File: config.mk
export PLATFORM = sky130hd
export DESIGN_NAME = core_mem_arbiter
export DESIGN_NICKNAME = d
export VERILOG_FILES = /design/src/rtl/core_mem_arbiter.sv
export SDC_FILE = /design/constraint.sdc
export NUM_CORES = 1
export LEC_CHECK = 0
export BUFFER_PORTS_ARGS = -buffer_cell sky130_fd_sc_hd__clkbuf_2
export CELL_PAD_IN_SITES_DETAIL_PLACEMENT = 1
export CELL_PAD_IN_SITES_GLOBAL_PLACEMENT = 1
export CORE_UTILIZATION = 35
export CTS_BUF_LIST = sky130_fd_sc_hd__clkbuf_4
export DETAILED_ROUTE_END_ITERATION = 8
export PLACE_DENSITY = 0.74
export SLEW_MARGIN = 20
export SYNTH_ARGS = -nofsm -noshare
export SYNTH_HDL_FRONTEND = slang
export SYNTH_SLANG_ARGS = --single-unit
File: constraint.sdc
create_clock -name clk -period 21.6 [get_ports clk]
set_input_delay 2.16 -clock clk [delete_from_list [all_inputs] [get_ports clk]]
set_output_delay 2.16 -clock clk [all_outputs]
set_load 0.005 [all_outputs]
File: src/rtl/core_mem_arbiter.sv
// core_mem_arbiter: merges the arm810 fetch port (multi-beat reads) and data port onto one 32-bit memory master.
// Latency: start in cycle 0, command in cycle 1, ready pulse in cycle 2 with zero wait; each extra fetch beat adds 1.
// Backpressure: the command is held unchanged while avl_waitrequest=1. Optional macro MEM_ARB_ROUND_ROBIN_EN.
module core_mem_arbiter #(
  parameter int INSN_WORDS = 2,
  localparam int IW = $clog2(INSN_WORDS),
  localparam int KW = (IW == 0) ? 1 : IW
) (
  input  logic                    clk,
  input  logic                    rst,
  input  logic                    insn_start,
  input  logic [29-IW:0]          insn_addr,
  output logic                    insn_ready,
  output logic [32*INSN_WORDS-1:0] insn_data_rd,
  input  logic                    data_start,
  input  logic [29:0]             data_addr,
  input  logic                    data_write,
  input  logic [3:0]              data_data_be,
  input  logic [31:0]             data_data_wr,
  output logic                    data_ready,
  output logic [31:0]             data_data_rd,
  output logic [29:0]             avl_address,
  output logic                    avl_read,
  output logic                    avl_write,
  output logic [31:0]             avl_writedata,
  output logic [3:0]              avl_byteenable,
  input  logic [31:0]             avl_readdata,
  input  logic                    avl_waitrequest
);

  typedef enum logic [1:0] {S_IDLE, S_DATA, S_INSN} state_t;

  state_t state_q;
  logic   data_pend_q;
  logic   insn_pend_q;

  // Latched data request
  logic [29:0] d_addr_q;
  logic        d_write_q;
  logic [3:0]  d_be_q;
  logic [31:0] d_wr_q;

  // Latched fetch request and beat sequencing
  logic [29-IW:0]                i_addr_q;
  logic [KW-1:0]                 beat_q;
  logic [INSN_WORDS-1:0][31:0]   ibuf_q;

`ifdef MEM_ARB_ROUND_ROBIN_EN
  // 1 = data port won the most recent contended grant; resets to "insn" so data wins first contention
  logic last_data_q;
`endif

  logic                        data_take, insn_take;
  logic                        data_req, insn_req, grant_data;
  logic [29:0]                 d_addr_d;
  logic                        d_write_d;
  logic [3:0]                  d_be_d;
  logic [31:0]                 d_wr_d;
  logic [29-IW:0]              i_addr_d;
  logic [29:0]                 i_base_d, i_base_q;
  logic [KW-1:0]               beat_nxt;
  logic                        beat_last;
  logic [INSN_WORDS-1:0][31:0] ibuf_d;

  // Request view for this cycle: a fresh start is visible to arbitration so the command issues next cycle.
  always_comb begin
    data_take = data_start & ~data_pend_q;
    insn_take = insn_start & ~insn_pend_q;
    data_req  = data_pend_q | data_take;
    insn_req  = insn_pend_q | insn_take;
    d_addr_d  = data_take ? data_addr    : d_addr_q;
    d_write_d = data_take ? data_write   : d_write_q;
    d_be_d    = data_take ? data_data_be : d_be_q;
    d_wr_d    = data_take ? data_data_wr : d_wr_q;
    i_addr_d  = insn_take ? insn_addr    : i_addr_q;
`ifdef MEM_ARB_ROUND_ROBIN_EN
    grant_data = data_req & (~insn_req | ~last_data_q);
`else
    grant_data = data_req;
`endif
    // Fetch addresses are {insn_addr, beat}; the low IW bits are always zero in the base
    i_base_d  = 30'(i_addr_d) << IW;
    i_base_q  = 30'(i_addr_q) << IW;
    beat_nxt  = beat_q + 1'b1;
    beat_last = (beat_q == KW'(INSN_WORDS - 1));
    ibuf_d    = ibuf_q;
    ibuf_d[beat_q] = avl_readdata;
  end

  // Request capture, arbitration FSM and every registered output.
  always_ff @(posedge clk or posedge rst) begin
    if (rst) begin
      state_q        <= S_IDLE;
      data_pend_q    <= 1'b0;
      insn_pend_q    <= 1'b0;
      d_addr_q       <= '0;
      d_write_q      <= 1'b0;
      d_be_q         <= '0;
      d_wr_q         <= '0;
      i_addr_q       <= '0;
      beat_q         <= '0;
      ibuf_q         <= '0;
      avl_address    <= '0;
      avl_read       <= 1'b0;
      avl_write      <= 1'b0;
      avl_writedata  <= '0;
      avl_byteenable <= '0;
      insn_ready     <= 1'b0;
      insn_data_rd   <= '0;
      data_ready     <= 1'b0;
      data_data_rd   <= '0;
`ifdef MEM_ARB_ROUND_ROBIN_EN
      last_data_q    <= 1'b0;
`endif
    end else begin
      insn_ready <= 1'b0;
      data_ready <= 1'b0;

      if (data_take) begin
        data_pend_q <= 1'b1;
        d_addr_q    <= data_addr;
        d_write_q   <= data_write;
        d_be_q      <= data_data_be;
        d_wr_q      <= data_data_wr;
      end
      if (insn_take) begin
        insn_pend_q <= 1'b1;
        i_addr_q    <= insn_addr;
      end

      case (state_q)
        S_IDLE: begin
          if (grant_data) begin
            state_q        <= S_DATA;
            avl_address    <= d_addr_d;
            avl_read       <= ~d_write_d;
            avl_write      <= d_write_d;
            avl_byteenable <= d_be_d;
            avl_writedata  <= d_wr_d;
          end else if (insn_req) begin
            state_q        <= S_INSN;
            beat_q         <= '0;
            avl_address    <= i_base_d;
            avl_read       <= 1'b1;
            avl_write      <= 1'b0;
            avl_byteenable <= 4'hF;
          end
`ifdef MEM_ARB_ROUND_ROBIN_EN
          // Only contended grants move the fairness pointer
          if (data_req && insn_req) last_data_q <= grant_data;
`endif
        end
        S_DATA: begin
          if (!avl_waitrequest) begin
            if (!d_write_q) data_data_rd <= avl_readdata;
            data_ready  <= 1'b1;
            data_pend_q <= 1'b0;
            avl_read    <= 1'b0;
            avl_write   <= 1'b0;
            state_q     <= S_IDLE;
          end
        end
        S_INSN: begin
          // Beats go out back-to-back; a data request waits for the whole fetch
          if (!avl_waitrequest) begin
            ibuf_q <= ibuf_d;
            if (beat_last) begin
              insn_data_rd <= ibuf_d;
              insn_ready   <= 1'b1;
              insn_pend_q  <= 1'b0;
              avl_read     <= 1'b0;
              state_q      <= S_IDLE;
            end else begin
              beat_q      <= beat_nxt;
              avl_address <= i_base_q | 30'(beat_nxt);
            end
          end
        end
        default: state_q <= S_IDLE;
      endcase
    end
  end

  // Core must not restart a port that still has a request outstanding.
  always @(posedge clk) begin
    if (!rst) begin
      assert (!(data_start && data_pend_q)) else $error("data_start while data request outstanding");
      assert (!(insn_start && insn_pend_q)) else $error("insn_start while fetch outstanding");
    end
  end

endmodule

==> results list, run 1 <==
- Data on the critical path is required at its endpoint by 22.20 ns.
- The floorplan step defined a die boundary enclosing 34800 um^2.
* Startpoint-to-endpoint class of the critical path: input pin to flip-flop
* Hold violation count in the final report: 0
- In the final layout, the share of cells above drive strength 1 is approximately two fifths.
- Worst slack after detailed placement: 17.43 ns
- The H-tree generated during clock tree synthesis spans 3 levels.
- Root Driver: sky130_fd_sc_hd__clkbuf_4
- The tree built by TritonCTS fans out to 299 sinks.
* Row cnt: 67
- # nets final: 1574
- Post-synthesis sequential area ratio: between 60% and 70%
- Post-DR vias/cell: 4.74
- Clock Tree Buf Depth: 3
* Global-route wire length before repair: 54.9 mm
* Share of flip-flops with an asynchronous set or reset: 100%
- Once detailed placement completed, the half-perimeter wirelength came to 21.1 mm.
* Total Routing Usage GR: between 10% and 20%
* Routability congestion estimate from global placement: 0.738
* Flip-flop and latch count after synthesis: 299
- From bottom edge to top edge, the die measures 187 um.
* Synthesized area per cell: 10.8 um^2
- Fin Clk Skew: between 0.03 and 0.04 ns
- The number of slew-limit violations in the final report was 0.
* Highest clock frequency the design can meet: just under 300 MHz
- Buffers inserted to repair hold after CTS numbered 0.
* Status: finished, final reports clean
- The pre-antenna-repair detailed-routing pass consisted of 4 iterations.
- Type of the tightest min-delay check: flip-flop to flip-flop
* Synthesis-to-layout area growth: 25.6%
* Clock insertion delay at the later pin of the skew report: between 0.7 and 0.8 ns
* Worst setup margin: 18.17 ns
- TritonCTS buffer count: 86
- Maximum cell stage delay along the critical path: 0.53 ns
* Post-synthesis instance area: 11900 um^2
- The number of global-route vias before repair came to 10100.
* CP startpoint kind: input pin
* Unrepaired setup endpoints after global routing: no
- Effective utilization at floorplan: 35.6%
- During I/O placement, the number of pins put on the boundary was about 300.
- Static leakage: ~7.9 nW
- Sequential Power Share: 42.2%
* Internal power component: around 0.0015 W
- Series of cell instances along the critical path: clkbuf_2 > or3b_1 > buf_4 > a32oi_4 > buf_4 > nor2_1 > a31oi_1
- The core region is 33500 um^2.
- Fill cells in the final layout number 3884.
- In this run, the number of DRC markers left after iteration 0 of detailed routing was 425.
- During synthesis, Yosys emitted a total of 0 warnings.
- TritonCTS clock tree: done
- Relative contribution of combinational cells to total power: 33.1%
* Number of buffer cells added on primary ports: 298
- Synthesis instantiated 32 different standard cells from the library.
* Power density relative to cell area: 150 nW/um^2
- Across the run, the number of max-cap violations was 0.
- Setup violations remaining at the end of the flow were counted as 0.
- Summed over all layers, the global routing overflow is 0.
- Most frequent cell on the critical path: sky130_fd_sc_hd__buf_4
- Synthesis produced a netlist with a net count of about 1200.
- Clock group share of total power: 24.7%
* Most frequent cells in the layout: 422 x sky130_fd_sc_hd__nand2_1, 299 x sky130_fd_sc_hd__dfrtp_1, 298 x sky130_fd_sc_hd__clkbuf_2
- Entering global routing, the biggest net connects 141 pins.
- Number of vias after detailed routing: 9212
- In this run the worst path has a maximum fanout of 59.
* Drt drc: 0
* Worst voltage drop across the vdd grid: 66.3 uV
- Buffers added to address setup during post-CTS repair amount to 0.
- Gates resized during post-CTS repair numbered 0.
- Data arrives at the worst endpoint at 4.04 ns.
- Element type at the critical path end: flip-flop
* Residual antenna-violating net count after detailed routing: 0
- The smallest clock period supported by the final layout is computed as ~3.4 ns.
* Wirelength, routed: 32.8 mm
- Proportion of total power due to net switching: 34.1%
* Dominant register cell in the synthesized netlist: sky130_fd_sc_hd__dfrtp_1
* Setup_tns: 0 ns
* EDFF count, synth: 0
- In the final routed layout, each cell accounts on average for approximately 17 um.
* Clock edge transition at the registers on the reported setup and hold paths: roughly 0.060 ns
- The library cell used most frequently in the layout, excluding fill and tap cells, is sky130_fd_sc_hd__nand2_1.
- For the pin with the worst max-slew slack, the measured transition is 1.07 ns.
- Synthesized instance count: around 1100
- For this design, the slowest cell found on the critical path is sky130_fd_sc_hd__buf_4.
* Net Switching: ~0.00077 W
- Chip width: 187 um
* Final period utilization: between 15 and 20%
- Slew headroom: 28.6%
- The number of antenna violations at the first check in global routing was 4.
==> power by group through the flow <==
stage | Sequential (W) | Clock, W | Combinational [W]
after floorplan | 0.000936 | 0 | 0.000472
after global placement | 0.000941 | 0 | 0.000724
after detailed placement | 0.000954 | 0 | 0.000756
after CTS | 0.000948 | 0.000577 | 0.000759
after global routing | 0.000977 | 0.000608 | 0.000838
final | 0.000945 | 0.000555 | 0.000742
==> Yosys cell counts (2+ instances only) <==
library cell	instances	area [um^2]
sky130_fd_sc_hd__a21oi_1	27	135
sky130_fd_sc_hd__a221oi_1	3	26.3
sky130_fd_sc_hd__a22oi_1	8	60.1
sky130_fd_sc_hd__nor2b_1	5	31.3
sky130_fd_sc_hd__o22a_1	5	43.8
sky130_fd_sc_hd__nor2_1	37	139
sky130_fd_sc_hd__and2_1	2	12.5
sky130_fd_sc_hd__a22o_1	20	175
sky130_fd_sc_hd__clkbuf_1	31	116
sky130_fd_sc_hd__inv_1	26	97.6
sky130_fd_sc_hd__ha_1	4	50.1
sky130_fd_sc_hd__buf_2	25	125
sky130_fd_sc_hd__nand2_1	422	1580
sky130_fd_sc_hd__buf_4	2	15.0
sky130_fd_sc_hd__nand2b_1	3	18.8
sky130_fd_sc_hd__dfrtp_1	299	7480
sky130_fd_sc_hd__a31oi_1	31	194
sky130_fd_sc_hd__mux2_2	125	1410
sky130_fd_sc_hd__buf_1	6	22.5
sky130_fd_sc_hd__a21o_1	10	75.1
==> area by class of cell <==
type,instances,area (um^2),area share [%]
Timing Repair Buffer,311,1600,10.7
Clock buffer,121,908,6.06
Clock inverter,22,216,1.44
Antenna cell,5,12.5,0.0835
Multi-Input combinational cell,713,4100,27.4
Inverter,26,105,0.702
Sequential cell,299,7480,49.9
Tap cell,448,561,3.74
==> state kept, by name (all words and copies together), names as in the netlist, 2 cells and up <==
signal	cells
insn_data_rd	64
avl_writedata	32
d_wr_q	32
data_data_rd	32
ibuf_q	32
avl_address	30
d_addr_q	30
i_addr_q	29
avl_byteenable	4
d_be_q	4
state_q	2
==> per-stage QoR <==
step                      hold slack [ns]  total power [W]  instances  instance area (um^2)  utilization [%]
after CTS                           0.451          0.00228       1940                 15000             44.6
after detailed placement            0.450          0.00171       1797                 13800             41.3
final                               0.452          0.00224       1945                 15000             44.7
after global placement              0.441          0.00166       1797                 13800             41.3
after global routing                0.485          0.00242       1944                 15000             44.7
after floorplan                     0.433          0.00141       1103                 11900                -
==> final timing paths <==
| check | slack (ns) | cells past startpoint | from | to |
|---|---|---|---|---|
| max in group asynchronous | 18.60 | 3 | rst | data_data_rd[4] |
| min reg2reg | 0.45 | 2 | ibuf_q[29] | insn_data_rd[29] |
| min | 0.45 | 2 | ibuf_q[29] | insn_data_rd[29] |
| max | 18.17 | 7 | avl_waitrequest | avl_address[21] |
| max reg2reg | 18.50 | 9 | state_q[0] | avl_address[21] |
| min in group asynchronous | 1.68 | 2 | rst | avl_writedata[31] |
==> cells by family after synthesis <==
| group | synth area share (%) |
|---|---|
| simple gates | 15.2 |
| flops | 62.7 |
| mux | 12.0 |
| compound gates | 6.42 |
| buf+inv | 3.25 |
| fa+ha+maj | 0.420 |
==> layer usage <==
metal,up-vias,wire [um],GRT usage (%)
met4,2,626,7.00
met3,60,2340,6.24
met1,4547,14000,24.9
li1,4332,-,-
met2,271,15800,31.6
met5,-,10,0
==> critical path: cells and delay by family <==
kind / cells / cell delay [ns]
compound gates: 2 / 0.43
buf+inv: 3 / 0.95
simple gates: 2 / 0.44
(Power assumes the default switching activity.)
==> run 2, diff against run 1 <==
- clock period: 21.6 -> 3.6 ns (I/O delays scaled with it)
==> results list, run 2 (same netlist as run 1, synthesis figures left out) <==
- The top-level port count came to 299 (unchanged).
* TritonCTS clock tree: done
* # fillers: 3848 (-0.93%)
* Starting DRT DRC Count: 383 (-9.9%)
- The number of flip-flops under the largest register name was 64 (unchanged).
- The power share of the sequential group is 42.2% (about the same).
- STA classifies the critical path endpoint as a flip-flop.
* Critical path fanouts, max: 59 (unchanged)
- The final hold slack is 0.0880 ns (-0.364 ns).
- The area of the multi-input gates came to 4100 um^2 (unchanged).
- Drt drc: 0 (unchanged)
* Area of the core region: 33500 um^2 (unchanged)
- Post-DR vias/cell: 4.74 (+0.16%)
- Total count of max-transition violations in the final report: 0 (unchanged)
* Commonest non-fill, non-tap cell in the layout: sky130_fd_sc_hd__nand2_1
- The arrival time of data at the critical path endpoint was 3.27 ns (-0.77 ns).
- Routability congestion estimate from global placement: 0.749 (+1.5%)
- The critical path required time is 4.19 ns (-18.01 ns).
- Setup violators final: 0 (unchanged)
- Residual antenna-violating net count after detailed routing: 0 (unchanged)
* Die Span Y: 187 um (unchanged)
- TritonCTS buffer count: 85 (-1.2%)
- The number of global-route vias before repair is 11300 (+12%).
- Wirelength, routed: 37.1 mm (+13%)
- The count of input and output buffers came to 298 (unchanged).
- Clock group share of total power: 23.2% (-1.5 points)
- Synthesis-to-layout area growth: 36.6%
* Root Driver: sky130_fd_sc_hd__clkbuf_4
- The number of antenna violations at the first check in global routing came to 3 (-1).
* Drt first pass iters: 4 (unchanged)
- # resized after CTS: 0 (unchanged)
* Pin slew with the least headroom to its limit: 1.03 ns (-0.0372 ns)
* Type of the tightest min-delay check: input pin to flip-flop
* Proportion of layout cells with a drive suffix above 1: 35.9% (-2.8 points)
- CTS HTree Levels: 3 (unchanged)
- Worst setup margin: 0.920 ns (-17.25 ns)
- Fin Clk Skew: 0.0350 ns (-0.00494 ns)
* Number of vias after detailed routing: 9881 (+7.3%)
- The worst IR drop on VDD was 371 uV (+460%).
- The starting density of the core was 35.6% (unchanged).
* Die Outline Area: 34800 um^2 (unchanged)
* Most frequent cells in the layout: 422 x sky130_fd_sc_hd__nand2_1, 299 x sky130_fd_sc_hd__dfrtp_1, 298 x sky130_fd_sc_hd__clkbuf_2
* Sinks on the clock net: 299 (unchanged)
- After layout, the worst path uses roughly three quarters of the clock period.
- Hold-fix buffers at CTS: 130 (+130)
* Clock period minus worst slack: 2.68 ns
- The worst setup path is launched from a flip-flop.
- Detailed placement HPWL: 22.0 mm (+3.8%)
- Largest register by flop count: insn_data_rd
* Status: finished, final reports clean
- Slew headroom: 31.1% (+2.5 points)
- Global-route wire length before repair: 60.9 mm (+11%)
* # nets final: 1708 (+8.5%)
- The final number of hold-violating endpoints came to 0 (unchanged).
- The clock latency reported for the late side of the worst-skew pair was 0.72 ns (about the same).
- Power density relative to cell area: 832 nW/um^2 (+460%)
- Total Routing Usage GR: 22.0% (+2.4 points)
* Unrepaired setup endpoints after global routing: no
* Worst slack after detailed placement: 1.08 ns (-16.34 ns)
- The area taken by flip-flops and latches is 7480 um^2 (unchanged).
- Clock edge transition at the registers on the reported setup and hold paths: 0.06 ns (about the same)
- The switching power total was 0.00478 W (+520%).
* Row cnt: 67 (unchanged)
- The switching power as a share of total power was 35.2% (+1.1 points).
* Max-Cap Viols: 0 (unchanged)
- The width of the die came to 187 um (unchanged).
- The combinational cell fraction of total power came to 34.6% (+1.5 points).
- Highest clock frequency the design can meet: about 370 MHz
- Residual overflow from global routing: 0 (unchanged)
* Static leakage: 8.49 nW (+7.1%)
* Setup Buffers After CTS: 0 (unchanged)
- The detail-routed net length per standard cell was 17.8 um (+5.5%).
- Clock Tree Buf Depth: 3 (unchanged)
- Largest net degree at the start of global routing: 96 (-32%)
- Startpoint-to-endpoint class of the critical path: flip-flop to flip-flop
- The internal power contribution is 0.00878 W (+490%).
-- run 2: area by class of cell --
type | instances | share of cell area [%]
Timing Repair Buffer | 446 | 18.3
Inverter | 26 | 0.622
Clock inverter | 19 | 0.607
Antenna cell | 3 | 0.0461
Clock buffer | 129 | 5.94
Tap cell | 448 | 3.44
Multi-Input combinational cell | 713 | 25.2
Sequential cell | 299 | 45.9
-- run 2: worst max-delay path, stage by stage (launching register included) --
cell and delay [ns]:
sky130_fd_sc_hd__dfrtp_1 0.40, sky130_fd_sc_hd__inv_1 0.12, sky130_fd_sc_hd__ha_2 0.40, sky130_fd_sc_hd__or3b_1 0.45, sky130_fd_sc_hd__a32oi_4 0.20, sky130_fd_sc_hd__buf_4 0.54, sky130_fd_sc_hd__nor2_1 0.15, sky130_fd_sc_hd__a31oi_1 0.27
-- run 2: power groups by stage --
stage | Sequential, W | Clock, W | Combinational [W]
2_1_floorplan | 0.00562 | 0 | 0.00283
3_3_place_gp | 0.00566 | 0 | 0.00435
3_5_place_dp | 0.00575 | 0 | 0.00455
4_1_cts | 0.00570 | 0.00327 | 0.00467
5_1_grt | 0.00590 | 0.00346 | 0.00523
6_report | 0.00572 | 0.00314 | 0.00470
-- run 2: per-layer routing --
layer	routed length [um]	vias up	share of wire, %	GRT usage, %
met5	0	-	0	0
met4	1060	0	2.9	9.84
li1	-	4592	-	-
met1	15000	4921	40	25.7
met2	18700	300	50	37.4
met3	2360	68	6.3	6.55
-- run 2: path summary, 6_finish.rpt --
check / startpoint / endpoint / slack [ns] / cells past startpoint
min in group asynchronous: rst / insn_data_rd[46] / 0.30 / 3
hold reg to reg: ibuf_q[28] / insn_data_rd[28] / 0.46 / 2
setup reg to reg: state_q[0] / avl_address[18] / 0.92 / 7
hold / removal: insn_start / insn_pend_q / 0.09 / 3
setup / recovery: state_q[0] / avl_address[18] / 0.92 / 7
max in group asynchronous: rst / avl_writedata[29] / 2.39 / 4
-- run 2: per-stage QoR --
| stage | power [W] | utilization [%] | cell area (um^2) | std cells | setup TNS (ns) |
|---|---|---|---|---|---|
| after CTS | 0.0136 | 48.6 | 16300 | 2080 | 0 |
| after detailed placement | 0.0103 | 41.5 | 13900 | 1802 | 0 |
| after floorplan | 0.00845 | - | 11900 | 1103 | -219.19 |
| final | 0.0136 | 48.6 | 16300 | 2083 | 0 |
| after global routing | 0.0146 | 48.6 | 16300 | 2083 | 0 |
| after global placement | 0.0100 | 41.5 | 13900 | 1802 | 0 |
